### config.mk
export PLATFORM = sky130hd
export DESIGN_NAME = bcd_to_bin_seq
export DESIGN_NICKNAME = d
export VERILOG_FILES = /design/src/rtl/bcd_to_bin_seq.sv
export SDC_FILE = /design/constraint.sdc
export NUM_CORES = 1
export LEC_CHECK = 0
export ABC_AREA = 1
export CAP_MARGIN = 30
export CORE_UTILIZATION = 42
export DETAILED_ROUTE_END_ITERATION = 7
export GPL_TIMING_DRIVEN = 0
export HOLD_SLACK_MARGIN = 0.15
export PLACE_DENSITY_LB_ADDON = 0.08
export SLEW_MARGIN = 20
export SYNTH_ARGS = -nofsm -noshare
export SYNTH_HDL_FRONTEND = slang
export SYNTH_SLANG_ARGS = --single-unit
### constraint.sdc
create_clock -name clk -period 3.4 [get_ports clk]
set_clock_uncertainty 0.05 [all_clocks]
set_input_delay 0.68 -clock clk [delete_from_list [all_inputs] [get_ports clk]]
set_output_delay 0.68 -clock clk [all_outputs]
set_load 0.1 [all_outputs]
### src/rtl/bcd_to_bin_seq.sv
// bcd_to_bin_seq: sequential BCD-to-binary converter, one digit per clock,
// most significant digit first (acc = acc*10 + digit).
// Build option SEG7_IN_EN: digits arrive as active-low 7-segment codes on
// seg_in (bit 7k+0 = a .. 7k+6 = g) and are decoded before the shift register;
// without it, packed BCD on bcd_in is used directly.
//
// state | meaning
// IDLE  | waiting for start; outputs hold last result
// CONV  | accumulating one digit per cycle, NDIG cycles
// DONE  | result registered, valid high for this single cycle
module bcd_to_bin_seq #(
    parameter int NDIG = 2,
    parameter int OUT  = 7
) (
    input  logic                clk,
    input  logic                rst,
    input  logic                start,
`ifdef SEG7_IN_EN
    input  logic [7*NDIG-1:0]   seg_in,
`else
    input  logic [4*NDIG-1:0]   bcd_in,
`endif
    output logic                busy,
    output logic                valid,
    output logic [OUT-1:0]      bin_out,
    output logic                err,
    output logic                ovf
);

    localparam logic [1:0] S_IDLE = 2'd0;
    localparam logic [1:0] S_CONV = 2'd1;
    localparam logic [1:0] S_DONE = 2'd2;

    localparam int AW = OUT + 4;
    localparam int IW = (NDIG > 1) ? $clog2(NDIG) : 1;
    localparam logic [AW-1:0] LIMIT = {{4{1'b0}}, {OUT{1'b0}}} | ({{(AW-1){1'b0}}, 1'b1} << OUT);
    localparam logic [AW-1:0] SAT   = LIMIT - {{(AW-1){1'b0}}, 1'b1};
    localparam logic [IW-1:0] IDX_START = IW'(NDIG - 1);

    logic [1:0]        state;
    logic [4*NDIG-1:0] digits_in;
    logic [4*NDIG-1:0] sr;
    logic [IW-1:0]     idx;
    logic [AW-1:0]     acc;
    logic              err_w;
    logic              ovf_w;

    logic [3:0]        cur_dig;
    logic              dig_ok;
    logic [AW-1:0]     acc_mul;
    logic [AW-1:0]     acc_nxt;
    logic              err_nxt;
    logic              ovf_nxt;

`ifdef SEG7_IN_EN
    // Accepts 6, 7 and 9 with or without their optional tail segment.
    function automatic logic [3:0] seg_to_bcd(input logic [6:0] s);
        case (s)
            7'h40:        seg_to_bcd = 4'd0;
            7'h79:        seg_to_bcd = 4'd1;
            7'h24:        seg_to_bcd = 4'd2;
            7'h30:        seg_to_bcd = 4'd3;
            7'h19:        seg_to_bcd = 4'd4;
            7'h12:        seg_to_bcd = 4'd5;
            7'h02, 7'h03: seg_to_bcd = 4'd6;
            7'h78, 7'h58: seg_to_bcd = 4'd7;
            7'h00:        seg_to_bcd = 4'd8;
            7'h10, 7'h18: seg_to_bcd = 4'd9;
            default:      seg_to_bcd = 4'hF;
        endcase
    endfunction

    // Decode each segment group into a BCD nibble (invalid -> 4'hF).
    always_comb begin
        digits_in = '0;
        for (int k = 0; k < NDIG; k++) begin
            digits_in[4*k +: 4] = seg_to_bcd(seg_in[7*k +: 7]);
        end
    end
`else
    assign digits_in = bcd_in;
`endif

    // One accumulation step: acc*10 + digit, with invalid-digit and saturation handling.
    always_comb begin
        cur_dig = sr[4*NDIG-1 -: 4];
        dig_ok  = (cur_dig <= 4'd9);
        acc_mul = (acc << 3) + (acc << 1) + {{(AW-4){1'b0}}, (dig_ok ? cur_dig : 4'd0)};
        err_nxt = err_w | ~dig_ok;
        ovf_nxt = ovf_w | (acc_mul >= LIMIT);
        acc_nxt = ovf_nxt ? SAT : acc_mul;
    end

    // Control FSM, datapath registers and registered outputs.
    always_ff @(posedge clk) begin
        if (rst) begin
            state   <= S_IDLE;
            sr      <= '0;
            idx     <= '0;
            acc     <= '0;
            err_w   <= 1'b0;
            ovf_w   <= 1'b0;
            busy    <= 1'b0;
            valid   <= 1'b0;
            bin_out <= '0;
            err     <= 1'b0;
            ovf     <= 1'b0;
        end else begin
            case (state)
                S_IDLE: begin
                    valid <= 1'b0;
                    if (start) begin
                        sr    <= digits_in;
                        acc   <= '0;
                        idx   <= IDX_START;
                        err_w <= 1'b0;
                        ovf_w <= 1'b0;
                        busy  <= 1'b1;
                        state <= S_CONV;
                    end
                end
                S_CONV: begin
                    acc   <= acc_nxt;
                    err_w <= err_nxt;
                    ovf_w <= ovf_nxt;
                    sr    <= sr << 4;
                    idx   <= idx - 1'b1;
                    if (idx == '0) begin
                        state <= S_DONE;
                        valid <= 1'b1;
                        if (err_nxt) begin
                            bin_out <= '0;
                            err     <= 1'b1;
                            ovf     <= 1'b0;
                        end else if (ovf_nxt) begin
                            bin_out <= '1;
                            err     <= 1'b0;
                            ovf     <= 1'b1;
                        end else begin
                            bin_out <= acc_nxt[OUT-1:0];
                            err     <= 1'b0;
                            ovf     <= 1'b0;
                        end
                    end
                end
                S_DONE: begin
                    valid <= 1'b0;
                    busy  <= 1'b0;
                    state <= S_IDLE;
                end
                default: begin
                    valid <= 1'b0;
                    busy  <= 1'b0;
                    state <= S_IDLE;
                end
            endcase
        end
    end

endmodule

==> results.md <==
* Buffers on Ports at 21
* Ys async rst share at 0
* Setup TNS at 0 ns
* Die area at slightly below 0.005 mm²
* DRT antenna net count at 0
* # fillers at between 400 and 500
* GRT Total Usage at 0.1796
* Crit path cell chain: o21ai_0 -> nand2_1 -> fa_1 -> inv_1 -> fa_1 -> nand2_1 -> nand2_1 -> nand3_1 -> nand2_1 -> nand2_1 -> nand3_2 -> nor2_8 -> nand2_1 -> nand2_1 -> o21ai_1
* PostCTS Resize Cnt at 0
* Final WS setup at 0.5001 ns
* Avg Synthesized Cell Area at between 7 and 8 µm²
* Worst-path maximum fanout at 8
* Storage element area at just under 700 µm²
* Unrepaired setup endpoints after global routing: false
* Final number of setup-violating endpoints at 0
* CTS Buf Count at 5
* CTS tree: built
* CP endpoint kind: flip-flop
* Worst r2r path cells at 15
* Cell count after synthesis at 261
* Final Cycle Share at 0.8529
* Final hold vios at 0
* Post-DP HPWL at around 3.1 mm
* Top-Level Pins at 22
* Nature of the critical path startpoint: flip-flop
* Ant diodes at 0
* Worst hold-check path type: reg2reg
* Die W at 69.71 µm
* Vias/cell at approximately 4.7
* Hold path cells at 2
* Cell variety after synth at 27
* Critical Path Max Stage Delay at roughly 0.50 ns
* Status: finished clean
* # hold bufs at CTS at 0
* Worst setup path class: reg2reg
* Placed cells at 334
* Synth-to-Final Area Change at 19.23%
* Syn Nets at 290
* CP startpoint: sr[5]
* Synthesis warning total at 0
* CTS H-Tree Depth at 2
* Initial antenna violation count at 0
* Design Area, Final at ~0.0023 mm²
* Clk Latency, worst-skew pair at ~0.29 ns
* WP data arrival at about 3 ns
* Core Box Area at 0.004384 mm²
* Remaining global-route overflow at 0
* Peak VDD IR at between 0.0002 and 0.0003 V
* Avg WL per Cell at 11.77 µm
* Pre-CTS setup slack at about 0.52 ns
* Most used DFF post-synth: dfxtp_1
* Hold slack final at 0.3959 ns
* P per Cell Area at between 400 and 500 mW/mm²
* Layout cells sized above 1 at 0.1172
* Leak at ~0.0011 µW
* Rel. slew slack at 0.3443
* Largest net degree at the start of global routing at 12
* Max Root-Sink Buffers at 2
* GP Congestion at 0.7717
* Crit-path most repeated cell: nand2_1
* First-pass GRT wire length at a little under 7 mm
* Root Buffer: clkbuf_8
* First drt pass iteration count at 4
* Hold path startpoint: acc[9]
* Non-filler instance count after layout at 342
* Remaining DRCs at 0
* DRT Wirelength at ~4 mm
* Initial DRC count at 47
* Final nets at ~320
* Total clock sinks at 34
* Multi-input gate area at 0.001057 mm²
* Row cnt at 24
* Measured slew at the worst slew-check pin at 0.9804 ns
* Mapped cell area at approximately 0.0019 mm²
* Detailed-route via count at between 1.5k and 2k
* Slew Limit Fails at 0
* Register bit total from synthesis at 34
* Post-route minimum period at about 2.9 ns
* Reg clk slew, reported paths at roughly 0.07 ns
* Count of flip-flops with a built-in enable after synthesis at 0
* Initial Utilization at 0.4392
* Max cap viols at 0
* Peak Freq at around 340 MHz
* Area post-placement at approximately 0.0022 mm²
* Die Y at between 60 and 70 µm
* Vias in the first global route at between 1.5k and 2k
* FF-to-FF Start: sr[5]
* Post-CTS Setup Bufs at 0
* Required time of the critical path at ~3.5 ns
* Sequential share of the synthesized area at 0.3535
* Slowest cell on the critical path: fa_1
## cells in the final DEF (no fill, tap or decap), types with 4 or more instances in the layout
| cell | count |
|---|---|
| a21oi_1 | 12 |
| clkbuf_8 | 6 |
| clkdlybuf4s50_1 | 21 |
| dfxtp_1 | 34 |
| ha_1 | 16 |
| inv_1 | 41 |
| inv_2 | 5 |
| nand2_1 | 80 |
| nand3_1 | 8 |
| nand3_2 | 10 |
| nor2_1 | 15 |
| nor2_2 | 4 |
| o21ai_0 | 4 |
| o22ai_1 | 6 |
## per-stage QoR
stage | power [µW] | utilization
6_report | 1069 | 0.5237
5_1_grt | 1119 | 0.5237
4_1_cts | 1075 | 0.5237
3_5_place_dp | 761.5 | 0.5020
3_3_place_gp | 760.6 | 0.5020
2_1_floorplan | 685.7 | -
## cells by family after synthesis
kind of cell,share of synthesized area
AOI/OAI and AO/OA,0.09876
xor gates and xnor gates,0.01365
adders and majority gates,0.1248
buffers and inverters,0.09747
DFF,0.3535
and+or+nand+nor,0.3119
## layout make-up
cell class | count | share of cell area
clock buffers | 6 | 0.03597
plain buffers | 4 | 0.006540
well taps | 52 | 0.02834
inverters | 46 | 0.07520
clock inverters | 2 | 0.005450
repair buffers | 21 | 0.09155
multi-input cells | 177 | 0.4605
flip-flops and latches | 34 | 0.2965
## routing by layer
metal  part of all wire  vias to the layer above  wire length [µm]  global-route usage
met5                  0                        -                 0                   0
li1                   -                      875                 -                   -
met3              0.034                        6               136             0.05087
met1               0.50                      703              2020              0.2323
met4              0.015                        0                62             0.06222
met2               0.45                       30              1806              0.2869
## critical path, delay by kind of cell, from the launching register on
family                   cells  cell delay (ns)
AO/OA/AOI/OAI                2             0.31
adder cells (fa/ha/maj)      2             0.95
buffers and inverters        1             0.07
flip-flops                   1             0.31
AND/OR/NAND/NOR             10             1.09
## registers in the layout, summed over array words and instances, names as in the netlist, 2 cells and up
signal / cells
bin_out: 7
state: 2
sr: 8
acc: 10
## where the power goes
part	total, µW	internal [µW]	switching [µW]
logic	310	101	210
registers	442	426	15.8
clock network	316	163	154
## worst paths after layout
path	endpoint	slack (ns)
worst max-delay path	ovf_w	0.50
worst min-delay path	acc[9]	0.40
worst max register to register	ovf_w	0.50
worst min register to register	acc[9]	0.40
## synthesized netlist by cell type, types with 2 or more instances
master / n / area [µm²]
a211oi_1: 2 / 15.01
a21oi_1: 12 / 60.06
a21oi_2: 2 / 17.52
a22oi_1: 2 / 15.01
buf_1: 2 / 7.510
clkbuf_1: 2 / 7.510
dfxtp_1: 34 / 680.7
fa_1: 2 / 40.04
ha_1: 16 / 200.2
inv_1: 41 / 153.9
inv_2: 5 / 18.77
nand2_1: 80 / 300.3
nand3_1: 8 / 40.04
nand3_2: 10 / 100.1
nor2_1: 15 / 56.30
nor2_2: 4 / 25.02
nor2_8: 2 / 40.04
nor3_1: 2 / 10.01
o21a_1: 2 / 15.01
o21ai_0: 4 / 20.02
o21ai_1: 2 / 10.01
o22ai_1: 6 / 37.54
xor2_1: 2 / 17.52
No activity file was read; power rests on OpenSTA's default activity.
